`src/rtl/dlx_dmem_ctrl.sv`:
```
// dlx_dmem_ctrl: DLX data-memory controller with posted store buffer and req/ack word-memory port
module dlx_dmem_ctrl #(
  parameter int SB_DEPTH = 4,
  parameter int SB_PTR_W = 2
) (
  input  logic        clock,
  input  logic        reset,
  input  logic        mem_en,
  input  logic        mem_we,
  input  logic [1:0]  mem_size,
  input  logic        mem_sext,
  input  logic [31:0] mem_addr,
  input  logic [31:0] memdata_out,
  output logic [31:0] memdata_in,
  output logic        mem_stall,
  output logic        mem_misalign,
  output logic        ext_req,
  output logic        ext_we,
  output logic [29:0] ext_addr,
  output logic [31:0] ext_wdata,
  output logic [3:0]  ext_be,
  input  logic        ext_ack,
  input  logic [31:0] ext_rdata
);
  typedef enum logic [1:0] {IDLE, WR_WAIT, RD_WAIT, RD_DONE} state_t;
  state_t state, state_nx;
  logic [SB_PTR_W:0]   cnt;
  logic [SB_PTR_W-1:0] head, tail;
  logic [29:0] sb_addr [SB_DEPTH];
  logic [31:0] sb_data [SB_DEPTH];
  logic [3:0]  sb_be   [SB_DEPTH];
  logic [1:0]  lane;
  logic        act, bad, ld, st, full, hit, enq, pop, rd_go, wr_go, rd_ack;
  logic [31:0] st_data, ld_val;
  logic [3:0]  st_be;
  logic [15:0] half;
  logic [7:0]  byt;
  assign lane = mem_addr[1:0];
  always_comb begin
    act = mem_en && state != RD_DONE;
    bad = mem_size == 2'b11 || (mem_size == 2'b01 && lane[0]) || (mem_size == 2'b10 && lane != 2'b00);
    mem_misalign = act && bad;
    ld = act && !bad && !mem_we;
    st = act && !bad && mem_we;
    full = cnt == (SB_PTR_W+1)'(SB_DEPTH);
    enq = st && !full;
    mem_stall = ld || (st && full);
    hit = 1'b0;
    // an entry is live when its distance from head is below the registered count
    for (int i = 0; i < SB_DEPTH; i++)
      if ({1'b0, SB_PTR_W'(i) - head} < cnt && sb_addr[i] == mem_addr[31:2]) hit = 1'b1;
    rd_go = state == IDLE && ld && !hit;
    wr_go = state == IDLE && !rd_go && cnt != '0;
    pop = state == WR_WAIT && ext_ack;
    rd_ack = state == RD_WAIT && ext_ack;
    state_nx = rd_go ? RD_WAIT : wr_go ? WR_WAIT : (pop || state == RD_DONE) ? IDLE :
               rd_ack ? RD_DONE : state;
    st_data = mem_size == 2'b00 ? {4{memdata_out[7:0]}} :
              mem_size == 2'b01 ? {2{memdata_out[15:0]}} : memdata_out;
    st_be = mem_size == 2'b00 ? 4'b1000 >> lane : mem_size == 2'b01 ? (lane[1] ? 4'b0011 : 4'b1100) : 4'hF;
    byt = 8'(ext_rdata >> {~lane, 3'b000});
    half = lane[1] ? ext_rdata[15:0] : ext_rdata[31:16];
    ld_val = mem_size == 2'b00 ? {{24{mem_sext && byt[7]}}, byt} :
             mem_size == 2'b01 ? {{16{mem_sext && half[15]}}, half} : ext_rdata;
  end
  always_ff @(posedge clock or posedge reset) begin
    if (reset) begin
      state <= IDLE;
      cnt <= '0;
      head <= '0;
      tail <= '0;
      memdata_in <= '0;
      ext_req <= 1'b0;
      ext_we <= 1'b0;
      ext_addr <= '0;
      ext_wdata <= '0;
      ext_be <= '0;
    end else begin
      state <= state_nx;
      cnt <= cnt + (SB_PTR_W+1)'(enq) - (SB_PTR_W+1)'(pop);
      if (enq) tail <= tail + SB_PTR_W'(1);
      if (pop) head <= head + SB_PTR_W'(1);
      if (rd_go) begin
        ext_req <= 1'b1;
        ext_we <= 1'b0;
        ext_addr <= mem_addr[31:2];
        ext_be <= 4'hF;
      end else if (wr_go) begin
        ext_req <= 1'b1;
        ext_we <= 1'b1;
        ext_addr <= sb_addr[head];
        ext_wdata <= sb_data[head];
        ext_be <= sb_be[head];
      end else if (pop || rd_ack) begin
        ext_req <= 1'b0;
      end
      if (rd_ack) memdata_in <= ld_val;
    end
  end
  always_ff @(posedge clock) begin
    if (enq) begin
      sb_addr[tail] <= mem_addr[31:2];
      sb_data[tail] <= st_data;
      sb_be[tail] <= st_be;
    end
  end
endmodule

```
`config.mk`:
```
export PLATFORM = sky130hd
export DESIGN_NAME = dlx_dmem_ctrl
export DESIGN_NICKNAME = d
export VERILOG_FILES = /design/src/rtl/dlx_dmem_ctrl.sv
export SDC_FILE = /design/constraint.sdc
export NUM_CORES = 1
export LEC_CHECK = 0
export ABC_AREA = 1
export BUFFER_PORTS_ARGS = -buffer_cell sky130_fd_sc_hd__buf_4
export CELL_PAD_IN_SITES_DETAIL_PLACEMENT = 0
export CELL_PAD_IN_SITES_GLOBAL_PLACEMENT = 1
export CORE_MARGIN = 2
export CORE_UTILIZATION = 40
export CTS_BUF_LIST = sky130_fd_sc_hd__clkbuf_8 sky130_fd_sc_hd__clkbuf_16
export CTS_CLUSTER_SIZE = 28
export DETAILED_ROUTE_END_ITERATION = 7
export PLACE_DENSITY_LB_ADDON = 0.1
export SYNTH_ARGS = -nofsm -noshare
export SYNTH_HDL_FRONTEND = slang
export SYNTH_SLANG_ARGS = --single-unit
export TNS_END_PERCENT = 1
```
`constraint.sdc`:
```
create_clock -name clock -period 10.7 [get_ports clock]
set_input_delay 1.07 -clock clock [delete_from_list [all_inputs] [get_ports clock]]
set_output_delay 1.07 -clock clock [all_outputs]
set_load 0.01 [all_outputs]
```
==> reports/results.env, run 1 <==
OUTCOME='completed'
RSZ0062_AT_GRT='no'
SETUP_TOTAL_NEGATIVE_SLACK_PS=0
YOSYS_WARNINGS=0
WORST-PATH-MAX-FANOUT=100
GP_CONGESTION=0.8335
GRT_MAX_DEGREE=101
MAX-SLEW-MARGIN-REL_PCT=21.56
WORST-R2R-SETUP-SLACK_PS=6140
INITIAL_UTILIZATION_PCT=40.57
SW_FRAC_OF_TOTAL_PCT=35.75
DIEAREA_UM2=44210
GRT_USAGE_PCT=23.14
MIN_DELAY_PATH_DEPTH=2
NUMBER_OF_GLOBAL_ROUTE_VIAS_BEFORE_REPAIR=12760
SYNTHCELLS=1682
DP_HPWL_UM=32170
FINALCLOCKSKEW_PS=19.37
ROUTE.MET3.WL_UM=2522
SETUP-VIOLATIONS-FINAL=0
OVERFLOW=0
FIRSTDRTPASSITERS=6
MIN-DELAY-START='ext_wdata[27]$_DFFE_PP0P_'
SHARE_SEQ_OF_TOTAL_POWER_PCT=39.1
SYNTH_FF_TYPE='sky130_fd_sc_hd__edfxtp_1'
LAYOUT.CELLS.MOST_COMMON='sky130_fd_sc_hd__nand2_1'
CRIT_SHARE_POST_ROUTE_PCT=42.58
PORT-BUFFER-COUNT=205
POST_SYNTH_NUM_CELL_TYPES=48
MET1WIRELENGTH_UM=22820
DIE_WIDTH_UM=210.3
DRT_DRC_VIOLATIONS_LEFT=0
CLK_PIN_SLEW_WORST_PATHS_PS=60
R2R_CELLS=15
CORE.ROWCOUNT=75
POST-LAYOUT-TOTAL-POWER_mW=5.051
FINAL_NET_COUNT=1981
HOLD_VIOL=0
CRITICALPATHCATEGORY='reg -> reg'
SYNTHESIS.AREA_PER_INSTANCE_UM2=10.12
DRT_FIRST_ITER_VIOLATIONS=897
TIMING.CRITICAL_PATH.ARRIVAL_PS=5010
WORST_IR_DROP_VDD_V=0.0001355
CTS_TREE='built'
VIA_COUNT=12950
WORST_R2R_STARTPOINT='head[0]$_DFFE_PP0P_'
NUMCTSBUFFERS=42
CTS_POST_SETUP_BUFFERS_INSERTED=0
POST_DRT_VIA_CELL_RATIO=5.309
POWER_LEAKAGE_nW=8.716
CLOCK-SINKS=373
P_SW_mW=1.806
SYNTH_AREA_UM2=17020
BOUNDARYPINS=206
ANTENNA-DIODE-COUNT=0
FMAX_GHz=0.2195
DRIVE_ABOVE_1_SHARE_PCT=16.37
DRV_SLEW=0
SETUP.WORST_PATH.END_CLASS='register'
HTREE_LEVELS=2
INTERNAL_POWER_mW=3.245
SYNTH_SEQ_CELLS=373
CTS.PATH.MAX_BUFFERS=3
GRT_ANTENNA_BEFORE_REPAIR=1
ASYNCSETRESETFLOPFRACSYNTH_PCT=29.22
POWER_DENSITY_nW_PER_UM2=247.8
SHARE_COMB_OF_TOTAL_POWER_PCT=33.3
PLACEABLECOREAREA_UM2=41950
MAXUSEDROUTINGLAYER='met5'
REG2REG_TO='ext_wdata[23]$_DFFE_PP0P_'
GRT_FIRST_PASS_WIRELENGTH_UM=77360
WL_UM=51290
AVGROUTEDWIREPERCELL_UM=21.03
ROUTE.ANTENNA.REMAINING_NETS=0
PORTION_OF_TOTAL_POWER_ATTRIBUTED_TO_THE_CLOCK_NETWORK_PCT=27.5
LAUNCHING_ELEMENT_TYPE_OF_THE_CRITICAL_PATH='register'
MET2ROUTEDLENGTH_UM=24630
HOLD_END='ext_wdata[27]$_DFFE_PP0P_'
MAPPEDNETLISTNETS=1797
POST_LAYOUT_MINIMUM_CYCLE_TIME_PS=4556
MAX-CAP-VIOLATIONS=0
CLASS_OF_THE_TIGHTEST_HOLD_OR_REMOVAL_CHECK='reg -> reg'
SYNTH_SEQ_AREA_SHARE_PCT=62.61
DIE_HEIGHT_UM=210.3
CTS-RESIZED-GATES=0
CLOCK_LATENCY_PS=580
CP_DATA_REQUIRED_TIME_PS=11160
CTS_HOLD_BUF=0
SYNTH_EDF_COUNT=264
CTS-ROOT-BUF='sky130_fd_sc_hd__clkbuf_16'
AREA_GROWTH_SYNTH_TO_FINISH_PCT=19.78
TIMING_WORST_SLEW_PIN_VALUE_PS=1177
FINAL_CELL_MIX='sky130_fd_sc_hd__nand2_1 (444), sky130_fd_sc_hd__edfxtp_1 (264), sky130_fd_sc_hd__buf_4 (220)'
## power groups by stage
stage,combinational [mW],clock [mW],sequential [mW]
floorplan,0.891,0,2.05
global placement,1.69,0,2.01
detailed placement,1.71,0,2.00
CTS,1.71,1.42,1.98
global route,1.87,1.47,2.01
finish,1.68,1.39,1.98
## routing by layer
metal  GRT usage [%]  vias to the layer above
li1                -                     6188
met1           31.54                     6347
met2           38.07                      335
met3           3.531                       76
met4           7.557                        2
met5               0                        -
## worst max-delay path by stage
stage	start	to	slack (ps)
3_5_place_dp	mem_size[1]	ext_wdata[23]$_DFFE_PP0P_	6060
2_1_floorplan	mem_size[1]	sb_addr[0][0]$_DFFE_PP_	5630
5_1_grt	head[0]$_DFFE_PP0P_	ext_wdata[5]$_DFFE_PP0P_	5730
6_report	head[0]$_DFFE_PP0P_	ext_wdata[23]$_DFFE_PP0P_	6140
3_3_place_gp	mem_size[1]	ext_wdata[21]$_DFFE_PP0P_	6150
4_1_cts	head[0]$_DFFE_PP0P_	ext_wdata[29]$_DFFE_PP0P_	6210
## Yosys cell counts, drive strengths merged (3+ instances only)
cell    number  area (um^2)
o221ai      17        148.9
a31oi       16        100.1
nor2       139        536.8
nand2      445         1673
o22ai        5        31.28
nor3        10        55.05
xor2        26        227.7
a21oi       36        180.2
a221o        4        40.04
clkbuf      53        210.2
xnor2       14        122.6
buf         27        152.7
o21ai       34        177.7
a22oi      108        810.8
nand3      166        835.8
nand4        9        56.30
ha          10        125.1
or2          3        18.77
a211oi       7        52.55
edfxtp     264         7928
o211ai      18        135.1
dfrtp      109         2728
inv        148        555.5
## flip-flops by register name, summed over array words and instances (netlist names)
name and count:
memdata_in 32, cnt 3, head 2, sb_data 128, state 2, sb_addr 120
ext_we 1, ext_be 4, tail 2, ext_wdata 32, ext_req 1, ext_addr 30
sb_be 16
## per-stage QoR
step / util [%] / hold WS (ps) / std cells / setup slack [ps] / area [um^2]
6_report: 48.60 / 472.9 / 2439 / 6144 / 20390
3_3_place_gp: 45.44 / 460.0 / 2361 / 6153 / 19060
4_1_cts: 48.60 / 479.5 / 2439 / 6209 / 20390
2_1_floorplan: - / 507.3 / 1682 / 5633 / 17020
3_5_place_dp: 45.44 / 460.6 / 2361 / 6058 / 19060
5_1_grt: 48.60 / 495.7 / 2439 / 5727 / 20390
## cells by family (layout without fill, tap and decap cells)
group                      Yosys count  in the layout  synth area share, %
and+or+nand+nor                    777            777                18.86
DFF                                373            373                62.61
AOI/OAI and AO/OA                  251            251                10.17
buffers and inverters              230            448                5.448
xor gates and xnor gates            40             40                2.059
adders and majority gates           11             11               0.8528
## worst max-delay path, stage by stage, from the launching register on
cell                       delay (ps)
sky130_fd_sc_hd__dfrtp_1          490
sky130_fd_sc_hd__nand2_1          100
sky130_fd_sc_hd__buf_4            370
sky130_fd_sc_hd__inv_2             70
sky130_fd_sc_hd__nor2_1           200
sky130_fd_sc_hd__ha_1             270
sky130_fd_sc_hd__a21boi_0         120
sky130_fd_sc_hd__o21ai_0          420
sky130_fd_sc_hd__nand3_1          150
sky130_fd_sc_hd__nor2_1           120
sky130_fd_sc_hd__nor2_1            70
sky130_fd_sc_hd__nand3_4           50
sky130_fd_sc_hd__buf_4            810
sky130_fd_sc_hd__nand2_2          720
sky130_fd_sc_hd__nand2_1          230
sky130_fd_sc_hd__nand2_1           60
## final cells by class
class                      count  area, um^2
clock inverter                30       181.4
multi-input combinational   1079        5512
inverter                     150       566.8
fill                        3931       21560
timing repair buffer         220        1652
tap                          539       674.4
clock buffer                  48        1145
sequential                   373       10660
Note: power is estimated with default switching activity, not from simulation.
==> inputs of run 2 (changes only) <==
Clock period 10.7 ns to 4.5 ns, I/O delays scaled along.
==> run 2 against run 1 <==
Effect of this change: maximum frequency rose by 31%; clock skew rose by 9.4 ps; utilization rose by 0.11 points; routed wire length fell by 0.92%; clock-buffer cell count fell by 4; sequential power rose by 140%; via count fell by 0.55%; combinational power rose by 140%; sequential share of layout area fell by 0.12 points.
==> reports/results.env, run 2 (synthesis results as in run 1) <==
FINAL_CELL_MIX='sky130_fd_sc_hd__nand2_1 (444), sky130_fd_sc_hd__edfxtp_1 (264), sky130_fd_sc_hd__buf_4 (224)'
MULTI_INPUT_COMB_AREA_UM2=5512  # unchanged
OUTCOME='completed'
CLASS_OF_THE_TIGHTEST_HOLD_OR_REMOVAL_CHECK='in -> async'
SETUP-VIOLATIONS-FINAL=0  # unchanged
LAYOUT.CELLS.MOST_COMMON='sky130_fd_sc_hd__nand2_1'
FIRSTDRTPASSITERS=6  # unchanged
LARGEST_REGISTER_FF_COUNT=128  # unchanged
PLACEABLECOREAREA_UM2=41950  # unchanged
POWER_DENSITY_nW_PER_UM2=585.8  # +140%
DRT_FIRST_ITER_VIOLATIONS=778  # -13%
AREA_GROWTH_SYNTH_TO_FINISH_PCT=20.05
CRIT_SHARE_POST_ROUTE_PCT=77.47  # +35 points
ANTENNA-DIODE-COUNT=0  # unchanged
DRT_DRC_VIOLATIONS_LEFT=0  # unchanged
PORT-BUFFER-COUNT=205  # unchanged
WORST_IR_DROP_VDD_V=0.0004257  # +210%
CORE.ROWCOUNT=75  # unchanged
MAXUSEDROUTINGLAYER='met5'
CP_DATA_REQUIRED_TIME_PS=4950  # -6210 ps
CTS-RESIZED-GATES=0  # unchanged
GRT_FIRST_PASS_WIRELENGTH_UM=77320  # about the same
CTS_TREE='built'
CRITICALPATHCATEGORY='reg -> reg'
WORST-PATH-MAX-FANOUT=32  # -68%
AVGROUTEDWIREPERCELL_UM=20.81  # -1.0%
SEQUENTIAL_CELL_AREA_UM2=10660  # unchanged
HTREE_LEVELS=2  # unchanged
CTS.PATH.MAX_BUFFERS=3  # unchanged
GRT_MAX_DEGREE=71  # -30%
DRIVE_ABOVE_1_SHARE_PCT=16.34  # -0.026 points
MET1WIRELENGTH_UM=22510  # -1.4%
DRV_SLEW=0  # unchanged
CTS_POST_SETUP_BUFFERS_INSERTED=0  # unchanged
BOUNDARYPINS=206  # unchanged
FINAL_NET_COUNT=1986  # +0.25%
POWER_LEAKAGE_nW=8.757  # +0.47%
FMAX_GHz=0.2868  # +31%
POST_DRT_VIA_CELL_RATIO=5.273  # -0.67%
DIEAREA_UM2=44210  # unchanged
VIA_COUNT=12880  # -0.55%
INITIAL_UTILIZATION_PCT=40.57  # unchanged
HOLD_VIOL=0  # unchanged
GRT_USAGE_PCT=23.12  # about the same
WL_UM=50820  # -0.92%
N_FILL_CELL=3900  # -0.79%
MET2ROUTEDLENGTH_UM=24280  # -1.4%
GRT_ANTENNA_BEFORE_REPAIR=1  # unchanged
MAX-SLEW-MARGIN-REL_PCT=34.67  # +13 points
LAUNCHING_ELEMENT_TYPE_OF_THE_CRITICAL_PATH='register'
LARGEST_REGISTER='sb_data'
FIN_HOLD_WS_PS=53.01  # -419.9 ps
LARGESTREGISTERS='sb_data (128), sb_addr (120)'
MAX-CAP-VIOLATIONS=0  # unchanged
ROUTE.MET3.WL_UM=2734  # +8.4%
GP_CONGESTION=0.8080  # -3.1%
TIMING.CRITICAL_PATH.ARRIVAL_PS=3940  # -1070 ps
NUMCTSBUFFERS=41  # -2.4%
CTS-ROOT-BUF='sky130_fd_sc_hd__clkbuf_16'
POST_LAYOUT_MINIMUM_CYCLE_TIME_PS=3486  # -1070 ps
TIMING_WORST_SLEW_PIN_VALUE_PS=980.0  # -196.6 ps
NUMBER_OF_GLOBAL_ROUTE_VIAS_BEFORE_REPAIR=13080  # +2.5%
SETUP_TOTAL_NEGATIVE_SLACK_PS=0  # unchanged
POST-LAYOUT-TOTAL-POWER_mW=11.97  # +140%
SETUP.WORST_PATH.END_CLASS='register'
RSZ0062_AT_GRT='no'
ROUTE.ANTENNA.REMAINING_NETS=0  # unchanged
WORST-R2R-SETUP-SLACK_PS=1010  # -5130 ps
CLK_PIN_SLEW_WORST_PATHS_PS=60  # about the same
DP_HPWL_UM=32210  # +0.13%
CLOCK-SINKS=373  # unchanged
FIN_CELLS=2442  # +0.12%
DIE_WIDTH_UM=210.3  # unchanged
DIE_HEIGHT_UM=210.3  # unchanged
DP.CELLS=2367  # +0.25%
CLOCK_LATENCY_PS=590  # about the same
FINALCLOCKSKEW_PS=28.73  # +9.356 ps
CTS_HOLD_BUF=0  # unchanged
FINAL_CORE_OCC_PCT=48.71  # +0.11 points
OVERFLOW=0  # unchanged
[run 2: cell count changes in the layout (fill, tap and decap cells not counted), sizes merged]
cell and change:
buf +6, clkbuf -4, bufinv +1, clkinv -2, clkinvlp -1, inv +3
[run 2: stage by stage]
stage | setup slack (ps) | area, um^2
2_1_floorplan | 52.82 | 17020
3_3_place_gp | 1098 | 19130
3_5_place_dp | 997.1 | 19130
4_1_cts | 987.8 | 20430
5_1_grt | 641.8 | 20430
6_report | 1014 | 20430
[run 2: metal layers]
layer	GRT usage, %	up-vias
met5	0	-
met4	7.483	2
met3	3.993	73
met2	38.73	323
met1	30.65	6290
li1	-	6189
[run 2: final timing paths]
path,cells past startpoint,to,from
setup / recovery,15,ext_wdata[27]$_DFFE_PP0P_,head[0]$_DFFE_PP0P_
hold / removal,2,cnt[0]$_DFF_PP0_,reset
setup reg to reg,15,ext_wdata[27]$_DFFE_PP0P_,head[0]$_DFFE_PP0P_
hold reg to reg,2,ext_wdata[25]$_DFFE_PP0P_,ext_wdata[25]$_DFFE_PP0P_
max in group asynchronous,3,memdata_in[10]$_DFFE_PP0P_,reset
min in group clock,1,sb_data[0][2]$_DFFE_PP_,memdata_out[2]
[run 2: where the power goes]
group	leakage, nW	internal (mW)	switching [mW]
sequential	3.72	4.32	0.385
clock	0.703	1.84	1.42
combinational	4.34	1.52	2.49
total	8.76	7.67	4.29
[run 2: worst max-delay path, cell delays in order, from the launching register on]
cell and delay [ps]:
sky130_fd_sc_hd__dfrtp_1 480, sky130_fd_sc_hd__nand2_1 100, sky130_fd_sc_hd__buf_4 350, sky130_fd_sc_hd__inv_2 60, sky130_fd_sc_hd__nor2_1 170, sky130_fd_sc_hd__inv_1 70, sky130_fd_sc_hd__ha_1 260, sky130_fd_sc_hd__a21boi_0 120
sky130_fd_sc_hd__o21ai_0 150, sky130_fd_sc_hd__nand3_1 80, sky130_fd_sc_hd__nor2_1 110, sky130_fd_sc_hd__nand3_1 160, sky130_fd_sc_hd__nand3_4 380, sky130_fd_sc_hd__nand2_2 580, sky130_fd_sc_hd__nand2_1 210, sky130_fd_sc_hd__nand2_1 60
[run 2: cell type report]
class                   instances  share of cell area [%]
clock buffers                  44                   5.224
clock inverters                31                   1.145
inverters                     150                   2.774
multi-input cells            1079                   26.98
flip-flops and latches        373                   52.15
well taps                     539                   3.301
repair buffers                226                   8.427
==> inputs of run 3 (changes only) <==
Clock period 4.5 ns to 3.22 ns, I/O delays scaled along.
==> run 3 against run 2 <==
Effect of this change: sequential power increased by 40%; register-to-register slack worse by 590 ps; hold slack got worse by 28 ps; critical path type unchanged; cell count rose by 1.3%; non-clock buffer count grew 29; utilization is 0.81 points higher; largest cell class unchanged; via count increased by 1.3%; flip-flop and latch count did not move; die area did not move.
==> reports/results.env, run 3 (synthesis results as in run 1) <==
CLASS_OF_THE_TIGHTEST_HOLD_OR_REMOVAL_CHECK='in -> reg'
ROUTE.ANTENNA.REMAINING_NETS=0  # unchanged
DIE_HEIGHT_UM=210.3  # unchanged
WL_UM=51440  # +1.2%
SETUP-VIOLATIONS-FINAL=0  # unchanged
GRT_UTIL_MET2_PCT=38.48  # -0.25 points
VIA_COUNT=13050  # +1.3%
NUMCTSBUFFERS=42  # +2.4%
CP_DATA_REQUIRED_TIME_PS=3720  # -1230 ps
LARGEST_REGISTER='sb_data'
CLOCK-SINKS=373  # unchanged
DRIVE_ABOVE_1_SHARE_PCT=17.00  # +0.66 points
AREA_GROWTH_SYNTH_TO_FINISH_PCT=22.04
WORST_IR_DROP_VDD_V=0.0005567  # +31%
LAUNCHING_ELEMENT_TYPE_OF_THE_CRITICAL_PATH='register'
CRIT_SHARE_POST_ROUTE_PCT=86.87  # +9.4 points
SETUP.WORST_PATH.END_CLASS='register'
WORST-PATH-MAX-FANOUT=35  # +9.4%
GRT_ANTENNA_BEFORE_REPAIR=1  # unchanged
GRT_FIRST_PASS_WIRELENGTH_UM=78580  # +1.6%
MAX-CAP-VIOLATIONS=0  # unchanged
FINAL_DESIGN_AREA_NO_FILL_UM2=20770  # +1.7%
FINALCLOCKSKEW_PS=21.44  # -7.292 ps
MAX-SLEW-MARGIN-REL_PCT=31.24  # -3.4 points
CORE.ROWCOUNT=75  # unchanged
AVGROUTEDWIREPERCELL_UM=20.79  # about the same
NUMBER_OF_GLOBAL_ROUTE_VIAS_BEFORE_REPAIR=13150  # +0.50%
POWER_DENSITY_nW_PER_UM2=813.3  # +39%
FINAL_NET_COUNT=2016  # +1.5%
POWER_LEAKAGE_nW=8.885  # +1.5%
LARGESTREGISTERS='sb_data (128), sb_addr (120)'
GRT_USAGE_PCT=23.52  # +0.40 points
DRV_SLEW=0  # unchanged
GP_CONGESTION=0.8459  # +4.7%
RSZ0062_AT_GRT='no'
ANTENNA-DIODE-COUNT=0  # unchanged
OUTCOME='completed'
DP_HPWL_UM=33080  # +2.7%
CTS.PATH.MAX_BUFFERS=3  # unchanged
PORT-BUFFER-COUNT=205  # unchanged
DRT_FIRST_ITER_VIOLATIONS=853  # +9.6%
FIN_CELLS=2474  # +1.3%
OVERFLOW=0  # unchanged
POST_LAYOUT_MINIMUM_CYCLE_TIME_PS=2797  # -689.0 ps
LARGEST_REGISTER_FF_COUNT=128  # unchanged
GLOBAL_ROUTE.USAGE.MET3_PCT=4.052  # +0.060 points
INITIAL_UTILIZATION_PCT=40.57  # unchanged
TIMING.CRITICAL_PATH.ARRIVAL_PS=3300  # -640 ps
CTS_POST_SETUP_BUFFERS_INSERTED=0  # unchanged
CLOCK_LATENCY_PS=570  # -20 ps
CRITICALPATHCATEGORY='reg -> reg'
GLOBALROUTEMET1UTIL_PCT=32.01  # +1.4 points
DRT_DRC_VIOLATIONS_LEFT=0  # unchanged
DIEAREA_UM2=44210  # unchanged
DP.CELLS=2375  # +0.34%
GRT.BUSIEST_LAYER='met2'
BOUNDARYPINS=206  # unchanged
LAYOUT.CELLS.MOST_COMMON='sky130_fd_sc_hd__nand2_1'
POST_DRT_VIA_CELL_RATIO=5.274  # about the same
PLACEDINSTANCEAREA_UM2=19210  # +0.44%
FMAX_GHz=0.3575  # +25%
FINAL_CELL_MIX='sky130_fd_sc_hd__nand2_1 (444), sky130_fd_sc_hd__edfxtp_1 (264), sky130_fd_sc_hd__buf_4 (230)'
GRT_MAX_DEGREE=62  # -13%
DIE_WIDTH_UM=210.3  # unchanged
CTS-ROOT-BUF='sky130_fd_sc_hd__clkbuf_16'
CLK_PIN_SLEW_WORST_PATHS_PS=60  # about the same
TIMING_WORST_SLEW_PIN_VALUE_PS=1029  # +49.00 ps
HTREE_LEVELS=2  # unchanged
HOLD_VIOL=0  # unchanged
FIRSTDRTPASSITERS=5  # -1
PLACEABLECOREAREA_UM2=41950  # unchanged
CTS_TREE='built'
N_FILL_CELL=3917  # +0.44%
## run 3: cell count changes in the layout (fill, tap and decap cells not counted), moves of 2 or more
cell / change
sky130_fd_sc_hd__buf_12: +2
sky130_fd_sc_hd__dfrtp_2: +2
sky130_fd_sc_hd__clkinv_4: +2
sky130_fd_sc_hd__clkbuf_8: +2
sky130_fd_sc_hd__inv_1: -4
sky130_fd_sc_hd__buf_4: +6
sky130_fd_sc_hd__inv_6: +2
sky130_fd_sc_hd__dlygate4sd3_1: +21
sky130_fd_sc_hd__dfrtp_1: -2
## run 3: per-stage QoR
step	power [mW]	utilization [%]	setup slack [ps]	setup TNS [ps]	hold slack [ps]
2_1_floorplan	9.775	-	-1099	-290180	420.9
3_3_place_gp	12.30	45.81	292.3	0	455.7
3_5_place_dp	12.37	45.81	237.6	0	459.6
4_1_cts	17.07	49.49	216.8	0	0.09759
5_1_grt	17.89	49.52	56.03	0	10.16
6_report	16.89	49.52	422.7	0	24.65
## run 3: final timing paths
path | startpoint | to | slack, ps | cells after the start
setup / recovery | head[0]$_DFFE_PP0P_ | ext_addr[24]$_DFFE_PP0P_ | 420 | 14
hold / removal | mem_addr[14] | sb_addr[0][12]$_DFFE_PP_ | 20 | 1
setup reg to reg | head[0]$_DFFE_PP0P_ | ext_addr[24]$_DFFE_PP0P_ | 420 | 14
hold reg to reg | ext_wdata[28]$_DFFE_PP0P_ | ext_wdata[28]$_DFFE_PP0P_ | 470 | 2
max in group asynchronous | reset | memdata_in[27]$_DFFE_PP0P_ | 1830 | 4
min in group asynchronous | reset | ext_wdata[31]$_DFFE_PP0P_ | 460 | 3
## run 3: worst max-delay path, cell delays in order, from the launching register on
cell and delay [ps]:
sky130_fd_sc_hd__dfrtp_2 460, sky130_fd_sc_hd__nand2_1 110, sky130_fd_sc_hd__inv_2 50, sky130_fd_sc_hd__nor2_2 120
sky130_fd_sc_hd__inv_1 60, sky130_fd_sc_hd__ha_1 260, sky130_fd_sc_hd__a21boi_0 170, sky130_fd_sc_hd__o21ai_0 90
sky130_fd_sc_hd__nand3_1 80, sky130_fd_sc_hd__nor2_1 60, sky130_fd_sc_hd__nand3_2 100, sky130_fd_sc_hd__nand3_1 120
sky130_fd_sc_hd__nor2_4 790, sky130_fd_sc_hd__nand2_1 110, sky130_fd_sc_hd__nand3_1 120
## run 3: cell type report
class	count	area, um^2	area share (%)
Sequential cell	373	10660	51.31
Multi-Input combinational cell	1079	5519	26.57
Timing Repair Buffer	255	2017	9.711
Clock buffer	47	1120	5.392
Tap cell	539	674.4	3.247
Inverter	150	566.8	2.729
Clock inverter	31	215.2	1.036
## run 3: report_power, final
| group | internal, mW | switching, mW | total [mW] |
|---|---|---|---|
| Combinational | 2.18 | 3.49 | 5.67 |
| Clock | 2.66 | 1.98 | 4.64 |
| Sequential | 6.04 | 0.546 | 6.58 |
## run 3: what timing repair did
| action | CTS | global route |
|---|---|---|
| hold endpoints to repair | 118 | 0 |
| resized for setup | 0 | 4 |
| endpoints found under the setup margin | 0 | 35 |
| hold buffers | 21 | 0 |
## run 3: metal layers
| layer | routed length [um] | part of all wire (%) |
|---|---|---|
| met5 | 13 | 0.025 |
| met4 | 1265 | 2.5 |
| met3 | 3007 | 5.8 |
| met2 | 24790 | 48 |
| met1 | 22360 | 43 |
